$ cat src/rtl/music_playback_controller.sv
// Playback sequencer for NUM_SONGS song memories: command decode, per-memory
// read control, note mux to the tone generator, end-of-song handling and play timer.
module music_playback_controller #(
   parameter int NUM_SONGS   = 4,
   parameter int SEL_BITS    = 2,
   parameter int DATA_WIDTH  = 10,
   parameter int TICK_CYCLES = 50000000
) (
   input  logic                            clk,
   input  logic                            rst,
   input  logic                            cmd_play,
   input  logic                            cmd_stop,
   input  logic                            cmd_next,
   input  logic                            cmd_prev,
   input  logic                            loop_en,
   input  logic [NUM_SONGS*DATA_WIDTH-1:0] mem_data,
   input  logic [NUM_SONGS-1:0]            mem_ready,
   output logic [NUM_SONGS-1:0]            read_en,
   output logic [NUM_SONGS-1:0]            read_rst,
   output logic [DATA_WIDTH-1:0]           note_out,
   output logic                            note_valid,
   output logic [SEL_BITS-1:0]             song_idx,
   output logic [2:0]                      state_out,
   output logic                            song_done,
   output logic [7:0]                      elapsed_sec
);

   typedef enum logic [2:0] {
      S_IDLE  = 3'd0,
      S_LOAD  = 3'd1,
      S_PLAY  = 3'd2,
      S_PAUSE = 3'd3,
      S_DONE  = 3'd4
   } state_t;

   typedef enum logic [2:0] {
      CMD_NONE,
      CMD_STOP,
      CMD_NEXT,
      CMD_PREV,
      CMD_PLAY
   } cmd_t;

   localparam int TICK_W = (TICK_CYCLES > 1) ? $clog2(TICK_CYCLES) : 1;
   localparam logic [TICK_W-1:0] TICK_LAST = TICK_W'(TICK_CYCLES - 1);

   state_t              state;
   cmd_t                cmd;
   logic                started;
   logic [TICK_W-1:0]   tick_cnt;
   logic [DATA_WIDTH-1:0] sel_data;
   logic                sel_ready;

   // Wrapping song selection; works for any NUM_SONGS, not only powers of two.
   function automatic logic [SEL_BITS-1:0] step_idx(input logic [SEL_BITS-1:0] idx,
                                                     input cmd_t c);
      logic [SEL_BITS-1:0] res;
      res = idx;
      if (c == CMD_NEXT) begin
         res = (idx == SEL_BITS'(NUM_SONGS - 1)) ? '0 : idx + 1'b1;
      end else if (c == CMD_PREV) begin
         res = (idx == '0) ? SEL_BITS'(NUM_SONGS - 1) : idx - 1'b1;
      end
      return res;
   endfunction

   always_comb begin
      cmd = CMD_NONE;
      if (cmd_stop)      cmd = CMD_STOP;
      else if (cmd_next) cmd = CMD_NEXT;
      else if (cmd_prev) cmd = CMD_PREV;
      else if (cmd_play) cmd = CMD_PLAY;
   end

   always_comb begin
      sel_data  = mem_data[song_idx*DATA_WIDTH +: DATA_WIDTH];
      sel_ready = mem_ready[song_idx];
   end

   always_ff @(posedge clk or posedge rst) begin
      if (rst) begin
         state       <= S_IDLE;
         song_idx    <= '0;
         started     <= 1'b0;
         tick_cnt    <= '0;
         elapsed_sec <= '0;
         note_out    <= '0;
         note_valid  <= 1'b0;
      end else begin
         // NOTE: non-blocking throughout; the later assignment in a branch overrides this silent default.
         note_out   <= '0;
         note_valid <= 1'b0;
         case (state)
            S_IDLE: begin
               case (cmd)
                  CMD_NEXT, CMD_PREV: song_idx <= step_idx(song_idx, cmd);
                  CMD_PLAY:           state    <= S_LOAD;
                  default: ;
               endcase
            end
            S_LOAD: begin
               started     <= 1'b0;
               tick_cnt    <= '0;
               elapsed_sec <= '0;
               state       <= S_PLAY;
            end
            S_PLAY: begin
               if (tick_cnt == TICK_LAST) begin
                  tick_cnt <= '0;
                  if (elapsed_sec != 8'hFF) elapsed_sec <= elapsed_sec + 1'b1;
               end else begin
                  tick_cnt <= tick_cnt + 1'b1;
               end
               if (sel_ready) started <= 1'b1;
               case (cmd)
                  CMD_STOP: state <= S_IDLE;
                  CMD_NEXT, CMD_PREV: begin
                     song_idx <= step_idx(song_idx, cmd);
                     state    <= S_LOAD;
                  end
                  CMD_PLAY: state <= S_PAUSE;
                  default: begin
                     // Memory dropping ready after having produced notes marks the end of the song.
                     if (started && !sel_ready) begin
                        state <= loop_en ? S_LOAD : S_DONE;
                     end else begin
                        note_out   <= sel_data;
                        note_valid <= sel_ready;
                     end
                  end
               endcase
            end
            S_PAUSE: begin
               case (cmd)
                  CMD_STOP: state <= S_IDLE;
                  CMD_NEXT, CMD_PREV: begin
                     song_idx <= step_idx(song_idx, cmd);
                     state    <= S_LOAD;
                  end
                  CMD_PLAY: state <= S_PLAY;
                  default: ;
               endcase
            end
            S_DONE: begin
               case (cmd)
                  CMD_STOP: state <= S_IDLE;
                  CMD_NEXT, CMD_PREV: begin
                     song_idx <= step_idx(song_idx, cmd);
                     state    <= S_IDLE;
                  end
                  CMD_PLAY: state <= S_LOAD;
                  default: ;
               endcase
            end
            default: state <= S_IDLE;
         endcase
      end
   end

   // Memory control decoded from the registered state only.
   always_comb begin
      // NOTE: default first so every path assigns read_en and no latch is inferred.
      read_en = '0;
      if (state == S_PLAY) read_en[song_idx] = 1'b1;
   end

   assign read_rst  = (state == S_PLAY || state == S_PAUSE) ? '0 : '1;
   assign song_done = (state == S_DONE);
   assign state_out = state;

endmodule

$ cat config.mk
export PLATFORM = sky130hd
export DESIGN_NAME = music_playback_controller
export DESIGN_NICKNAME = d
export VERILOG_FILES = /design/src/rtl/music_playback_controller.sv
export SDC_FILE = /design/constraint.sdc
export NUM_CORES = 1
export LEC_CHECK = 0
export BUFFER_PORTS_ARGS = -buffer_cell sky130_fd_sc_hd__buf_2
export CAP_MARGIN = 20
export CORE_MARGIN = 1.5
export CORE_UTILIZATION = 43
export CTS_CLUSTER_SIZE = 40
export DETAILED_ROUTE_END_ITERATION = 6
export GPL_ROUTABILITY_DRIVEN = 0
export PLACE_DENSITY = 0.68
export SLEW_MARGIN = 30
export SYNTH_ARGS = -nofsm -noshare
export SYNTH_HDL_FRONTEND = slang
export SYNTH_SLANG_ARGS = --single-unit
$ cat constraint.sdc
create_clock -name clk -period 2.4 [get_ports clk]
set_clock_uncertainty 0.15 [all_clocks]
set_input_delay 0.36 -clock clk [delete_from_list [all_inputs] [get_ports clk]]
set_output_delay 0.36 -clock clk [all_outputs]
set_load 0.01 [all_outputs]
[Word level (Yosys, flattened, before mapping)]
Index checks and enable logic that the tools add are counted.
Cells by class
  add/subtract/negate cells: 4
  multiply operators: 1
  $lt $le $gt $ge: 2
  equal/unequal tests: 18
  shift operators: 1
  multiplexer cells: 34
  reductions and logical operators: 16
Operator list (number)
  $pmux W26 S2: 1
  $shiftx A40 B7 Y10: 1
  $mux W10: 3
  $add A26 B1 Y26 const B: 1
  $eq A26 B26 Y1 const B: 1
  $mux W26: 1
  $mux W3: 7
  $pmux W3 S3: 2
  $mux W8: 2
  $pmux W8 S2: 1
  $pmux W3 S5: 1
  $eq A3 B2 Y1 const B: 4
  $add A8 B1 Y8 const B: 1
  $mux W2: 4
  $mux W4: 2
  $ne A2 B2 Y1 const B: 4
  $ne A8 B8 Y1 const B: 1
  $reduce_or A4 Y1: 2
  $eq A3 B1 Y1 const B: 2
  $eq A3 B3 Y1 const B: 2
  $mux W1: 6
  $pmux W3 S2: 1
  $reduce_and A3 Y1: 2
  $mul A2 B3 Y5 const B: 1
  other kinds (21): 23
Storage, ports and cells
  bits in registers: 51
  input port bits: 51
  output and inout port bits: 33
  logic and storage cells: 83

[Longest topological paths before layout]
Gate-level depths: netlist (run 1).
  word-level depth: 8
  gate-level depth with buffers: 8
  depth with buffers taken out: 6

[Worst setup path after synthesis (run 1)]
OpenSTA, ideal clock, no wires.
  path type: register to output
  start point: reg song_idx[0]
  end point: out read_en[0]
  data arrival time: 1578 ps
  data required time: 1890 ps
  slack: 312 ps
  cell stages (with the launch flop): 6
  buffers on the path: 2
  cell sequence: dfrtp_1 buf_2 buf_1 inv_1 ha_1 and2_1
Between the ends
  longest elaborated chain between the ends: 5
  elaborated cells between the ends (all ways): 6
  those cells by class: order compare (2); mux (3); reduce/logical (1)
RTL lines
  start, declared: RTL line 22  | output logic [SEL_BITS-1:0] song_idx,
  start signal, assigned: RTL line 96  | CMD_NEXT, CMD_PREV: song_idx <= step_idx(song_idx, cmd);
  start signal, assigned: RTL line 118  | song_idx <= step_idx(song_idx, cmd);
  start signal, assigned: RTL line 137  | song_idx <= step_idx(song_idx, cmd);
  $lt A2 B3 Y1 (implied by the code) or $ge A2 B1 Y1 (tied branches): RTL line 164  | if (state == S_PLAY) read_en[song_idx] = 1'b1;
  $logic_and A1 B1 Y1 (implied by the code): RTL line 164
  $mux W1 (implied by the code): RTL line 164
  $demux W1 S2 (*): RTL line 164
  $mux W4 (*): RTL line 164
  end, declared: RTL line 18  | output logic [NUM_SONGS-1:0] read_en,
Mark *: on every way between the ends. The rest lies on a longest branch, timed or not.

[Final worst setup path (run 1)]
  start point: reg state[2] (netlist: state_out[2])
  end point: reg elapsed_sec[3]
Between the ends
  longest elaborated chain between the ends: 3
  elaborated cells between the ends (all ways): 7
  those cells by class: eq/ne (4); mux (1); reduce/logical (2)
RTL lines
  start, declared: RTL line 47  | state_t state;
  start signal, assigned: RTL line 125  | state <= loop_en ? S_LOAD : S_DONE;
  $eq A3 B2 Y1 or $eq A3 B1 Y1 (tied branches): RTL line 93  | case (state)
  $ne A2 B2 Y1 (no source line) or $reduce_bool A2 Y1 (tied branches)
  $reduce_and A3 Y1 (no source line)
  end signal, assigned: RTL line 110  | if (elapsed_sec != 8'hFF) elapsed_sec <= elapsed_sec + 1'b1;
  end, declared: RTL line 25  | output logic [7:0] elapsed_sec
Several ways; a longest one is shown, not always the timed one.
A chain may end at the register's enable or synchronous reset.

==> out/results.tsv, run 1 <==
metric	value	unit
outcome	complete, no violations	
tightest_slew	0.8046	ns
rows	30	
synthSimpleGateAreaFrac	23.41	%
fin_crit_sh	91.85	%
yosys-mux-area-fraction	9.128	%
met2_length	3.410	mm
wl_met1	3.055	mm
dr.max_layer_used	met4	
dieWidth	87.31	µm
synth_area_leaders	dfrtp_1, mux4_2, nand2_1, a31oi_1, o21ai_0	
ios	84	
synth_xor_area_share	0.2865	%
timing.rr.start	state_out[2]	
synth_top_area_share	41.75	%
cp-start-kind	flop	
crit_fanout	17	
max_stage_delay	0.56	ns
synth_ff_type	dfrtp_1	
vias_per_cell	5.562	
slew_headroom	46.16	%
hold_depth	3	
r2r_setup_slack	0.20	ns
tritoncts	yes	
yosys_register_bits	51	
netlist_area	0.003057	mm²
required	2.48	ns
path_buf_inv	0	
synth_nets	363	
vdd_drop_max	0.0007092	V
start_util	44.74	%
post_cts_buffers	0	
fin_nets	449	
synthTopCellsByCount	dfrtp_1, nand2_1, o21ai_0	
drtIter0Drc	165	
hold_viol	0	
grt_max_degree	38	
die_y	87.31	µm
crit_chain	or3b_1, nand2_8, nand2_4, or4_1, a21oi_1	
whs_endpoint	state_out[2]	
root_buffer	clkbuf_8	
whs	0.2041	ns
ant_nets	0	
synth_compound_gate_area_share	18.22	%
htreeDepth	2	
slowest_stage	or3b_1	
yosysTopAreaCell	dfrtp_1	
place_hpwl	5.176	mm
fin_util	54.32	%
timing.rr.end	elapsed_sec[3]	
setup_violations	0	
syn_avg_cell_area	9.989	µm²
worstPathArrival	2.28	ns
wl	7.011	mm
power	3003	µW
grt-ovfl-total	0	
yosys_warnings	0	
areaGrowthSynthToFinish	21.41	%
synth-adder-area-share	2.456	%
synth.most_common_cell	dfrtp_1	
setup_tns	0	ns
die_area	0.007623	mm²
grt_pass1_vias	2548	
grt_usage	19.90	%
antenna_found_initial	0	
hold_path_startpoint	loop_en	
path_class	flop to flop	
critPathTopFamily	simple AND/OR/NAND/NOR gates	
dr_wl_met3	460	µm
post_drt_wl_per_cell	14.34	µm
coreArea	0.006832	mm²
numCtsBuffers	5	
clk_latency	0.31	ns
clkSlewWorstSetupHoldPaths	0.09	ns
io_buffers	83	
finalMaxSlewViolations	0	
hp-class	input pin to flop	
rsz0062_at_grt	false	
postSynthCellCount	306	
leakage	0.001695	µW
period_minus_slack	2.204	ns
clk_path_buf_depth	2	
rr_worst_depth	5	
synth_cell_types	48	
async_flop_share	100.0	%
power.density	809.1	mW/mm²
antenna_cells	0	
grt_pass1_wl	11.97	mm
synth_edf_count	0	
synth_top_family_by_area	simple AND/OR/NAND/NOR gates	
fill_cells	643	
num_vias	2720	
end_kind	flop	
fmaxAchievable	0.4536	GHz
dr.pass1.iters	4	
cts.sinks	51	
yosysSeqAreaShare	41.75	%
drc	0	
drive_gt1_share	32.82	%
max_cap_violations	0	
where the power goes:
part           switching [µW]  leakage, µW  internal (µW)
logic                     744     0.000938            616
registers                94.5     0.000699            943
clock network             294    0.0000581            311
per-stage QoR:
stage | setup WS, ns | area (µm²) | cells
after floorplan | 0.3117 | 3057 | 306
after global placement | 0.2645 | 3583 | 480
after detailed placement | 0.2039 | 3583 | 480
after CTS | 0.1897 | 3706 | 489
after global routing | 0.008143 | 3711 | 489
final | 0.1956 | 3711 | 489
final cells by class:
cell class | instances | area [µm²] | area share (%)
multi-input combinational | 231 | 1640 | 44.20
sequential | 51 | 1276 | 34.39
timing repair buffer | 98 | 543.0 | 14.63
tap | 96 | 120.1 | 3.237
clock buffer | 5 | 68.82 | 1.854
clock inverter | 3 | 43.79 | 1.180
inverter | 5 | 18.77 | 0.5057
cell usage in the layout, fill, tap and decap left out, drive strengths merged, types with 3 or more instances in the layout:
master,instances
and4,6
ha,6
nor4,3
or4,5
nand3,11
a21oi,19
buf,97
a41oi,7
nor2,13
clkbuf,5
or2,3
inv,5
o31ai,6
o31a,3
nor3,4
and3,10
dfrtp,51
nand4,6
a31oi,20
o21ai,20
nand2b,4
nand2,35
and2,5
nor2b,10
mux4,11
a22o,3
per-layer routing:
metal  vias to the layer above  GRT usage, %
met4                         0         5.628
met3                        12         5.118
met1                      1270         25.21
met5                         -             0
met2                       101         33.64
li1                       1337             -
repair_timing:
| item | CTS | global route |
|---|---|---|
| endpoints found under the setup margin | 0 | 1 |
| hold buffers | 1 | 0 |
| hold endpoints to repair | 12 | 0 |
| resized for setup | 0 | 1 |
logic make-up after synthesis:
| family | after synthesis |
|---|---|
| flip-flops | 51 |
| multiplexers | 14 |
| adder cells (fa/ha/maj) | 6 |
| AND/OR/NAND/NOR | 124 |
| XOR/XNOR | 1 |
| AO/OA/AOI/OAI | 86 |
| buffers and inverters | 24 |
worst reg2reg max path, cell delays in order (launching register included):
cell and delay [ns]:
dfrtp_1 0.46, or3b_1 0.56, nand2_8 0.21, nand2_4 0.11, or4_1 0.48, a21oi_1 0.16
how the worst max path moves through the flow:
stage	depth (start not counted)	end	startpoint	slack [ns]
4_1_cts	7	elapsed_sec[6]	tick_cnt[0]	0.19
3_5_place_dp	7	elapsed_sec[6]	tick_cnt[0]	0.20
5_1_grt	7	elapsed_sec[5]	tick_cnt[1]	0.008
6_report	5	elapsed_sec[3]	state_out[2]	0.20
3_3_place_gp	6	elapsed_sec[3]	tick_cnt[10]	0.26
2_1_floorplan	5	read_en[0]	song_idx[0]	0.31
flip-flops by register name, summed over array words and instances, names as in the netlist:
name	cells
elapsed_sec	8
note_out	10
note_valid	1
song_idx	2
started	1
state_out	3
tick_cnt	26
Note: power is estimated with default switching activity, not from simulation.
==> run 2: changes to the inputs <==
Settings changed: CELL_PAD_IN_SITES_DETAIL_PLACEMENT set to 0, CELL_PAD_IN_SITES_GLOBAL_PLACEMENT set to 1, CORE_MARGIN 1.5 to 5, CORE_UTILIZATION 43 to 40, PLACE_DENSITY 0.68 to not set, PLACE_DENSITY_LB_ADDON set to 0.1, SLEW_MARGIN 30 to not set.
==> run 2 against run 1 <==
  * Register-to-register slack barely moved
  * Maximum frequency decreased by 0.60%
  * Count of clock-buffer cells in the layout unchanged
  * Cell count rose by 0.61%
  * Combinational power up 4%
  * First-iteration DRC count fell by 44%
  * Global-route usage fell by 3.3 points
  * Sequential power about the same
  * Routed wire length rose by 10%
  * Flip-flop and latch count unchanged
  * Die area is 24% higher
  * Critical path type unchanged
  * Critical endpoint unchanged
==> out/results.tsv, run 2 (synthesis results as in run 1) <==
metric	value	unit
outcome	complete, no violations	
dr.pass1.iters	4	
vdd_drop_max	0.0003898	V
crit_fanout	35	
grt_max_degree	52	
die_area	0.009490	mm²
tritoncts	yes	
num_vias	2740	
grt_pass1_vias	2688	
required	2.48	ns
fin_nets	449	
power.density	839.3	mW/mm²
worstPathArrival	2.30	ns
final_cell_mix	buf_2, dfrtp_1, nand2_1, o21ai_0	
hp-class	input pin to async pin	
wl	7.729	mm
drive_gt1_share	34.10	%
grt_usage	16.59	%
fill_cells	707	
dieWidth	97.42	µm
period_minus_slack	2.218	ns
fin_crit_sh	92.41	%
leakage	0.001710	µW
fmaxAchievable	0.4509	GHz
slew_headroom	55.18	%
max_cap_violations	0	
met2_length	3.496	mm
place_hpwl	5.708	mm
rows	31	
dr.max_layer_used	met4	
finalMaxSlewViolations	0	
end_kind	flop	
clk_latency	0.30	ns
areaGrowthSynthToFinish	23.17	%
largest_reg_flops	26	
largest_register	tick_cnt	
clk_path_buf_depth	2	
start_util	41.70	%
cts.sinks	51	
place_area	0.003607	mm²
grt_pass1_wl	13.31	mm
final_area	0.003765	mm²
numCtsBuffers	5	
vias_per_cell	5.569	
setup_violations	0	
grt-ovfl-total	0	
io_buffers	83	
path_class	flop to flop	
dr_wl_met3	458	µm
coreArea	0.007331	mm²
die_y	97.42	µm
post_drt_wl_per_cell	15.71	µm
ios	84	
antenna_found_initial	0	
cp-start-kind	flop	
tightest_slew	0.6723	ns
drtIter0Drc	93	
top_regs	tick_cnt (26), note_out (10), elapsed_sec (8)	
drc	0	
hold_viol	0	
clkSlewWorstSetupHoldPaths	0.10	ns
root_buffer	clkbuf_8	
wl_met1	3.729	mm
setup_tns	0	ns
antenna_cells	0	
ant_nets	0	
final_common_cell	buf_2	
htreeDepth	2	
rsz0062_at_grt	false	
-- run 2: changes by cell type in the layout (fill, tap and decap cells not counted), sizes merged --
cell,before,now
buf,97,98
bufinv,1,2
clkinv,2,0
clkinvlp,0,1
dlygate4sd3,1,0
-- run 2: worst paths after layout --
check	slack, ns	depth (start not counted)	end	startpoint
hold reg to reg	0.34	1	tick_cnt[21]	tick_cnt[21]
setup reg to reg	0.18	6	elapsed_sec[3]	tick_cnt[24]
min in group clk	0.20	3	state_out[2]	loop_en
hold / removal	0.07	3	note_out[9]	rst
setup / recovery	0.18	6	elapsed_sec[3]	tick_cnt[24]
max in group asynchronous	1.58	3	elapsed_sec[6]	rst
-- run 2: stage by stage --
step / setup slack [ns] / utilization (%) / power (µW) / cells / hold WS, ns
floorplan: 0.3117 / - / 2099 / 306 / 0.2943
CTS: 0.02230 / 51.07 / 3197 / 492 / 0.1051
finish: 0.1822 / 51.36 / 3160 / 492 / 0.07041
global route: 0.03908 / 51.36 / 3393 / 492 / 0.1591
global placement: 0.2367 / 49.21 / 2450 / 484 / 0.3184
detailed placement: 0.1360 / 49.21 / 2469 / 484 / 0.3283
-- run 2: layer usage --
layer / track usage, % / vias to the layer above
li1: - / 1329
met1: 23.93 / 1335
met2: 25.94 / 72
met3: 3.589 / 4
met4: 2.875 / 0
met5: 0 / -
-- run 2: repair_timing --
action / CTS / global route
resized for setup: 0 / 5
hold endpoints to repair: 0 / 0
hold buffers: 0 / 0
setup endpoints to repair: 0 / 7
buffers inserted: 0 / 0
-- run 2: cell type report --
cell class | instances | area (µm²) | area share (%)
clock buffer | 5 | 68.82 | 1.828
clock inverter | 3 | 67.56 | 1.795
inverter | 5 | 18.77 | 0.4985
multi-input combinational | 231 | 1657 | 44.00
sequential | 51 | 1276 | 33.90
tap | 99 | 123.9 | 3.290
timing repair buffer | 98 | 553.0 | 14.69
-- run 2: power breakdown --
part	switching, µW	leakage, µW	total [µW]	internal, µW
logic	769	0.000946	1410	642
clock network	298	0.0000644	714	416
registers	92.6	0.000699	1040	943
-- run 2: critical path: stages (launching register included) --
cell     delay (ns)
dfrtp_1        0.43
nor4b_1        0.29
and4_1         0.28
a31oi_4        0.13
buf_12         0.19
or4_1          0.51
a21oi_1        0.16
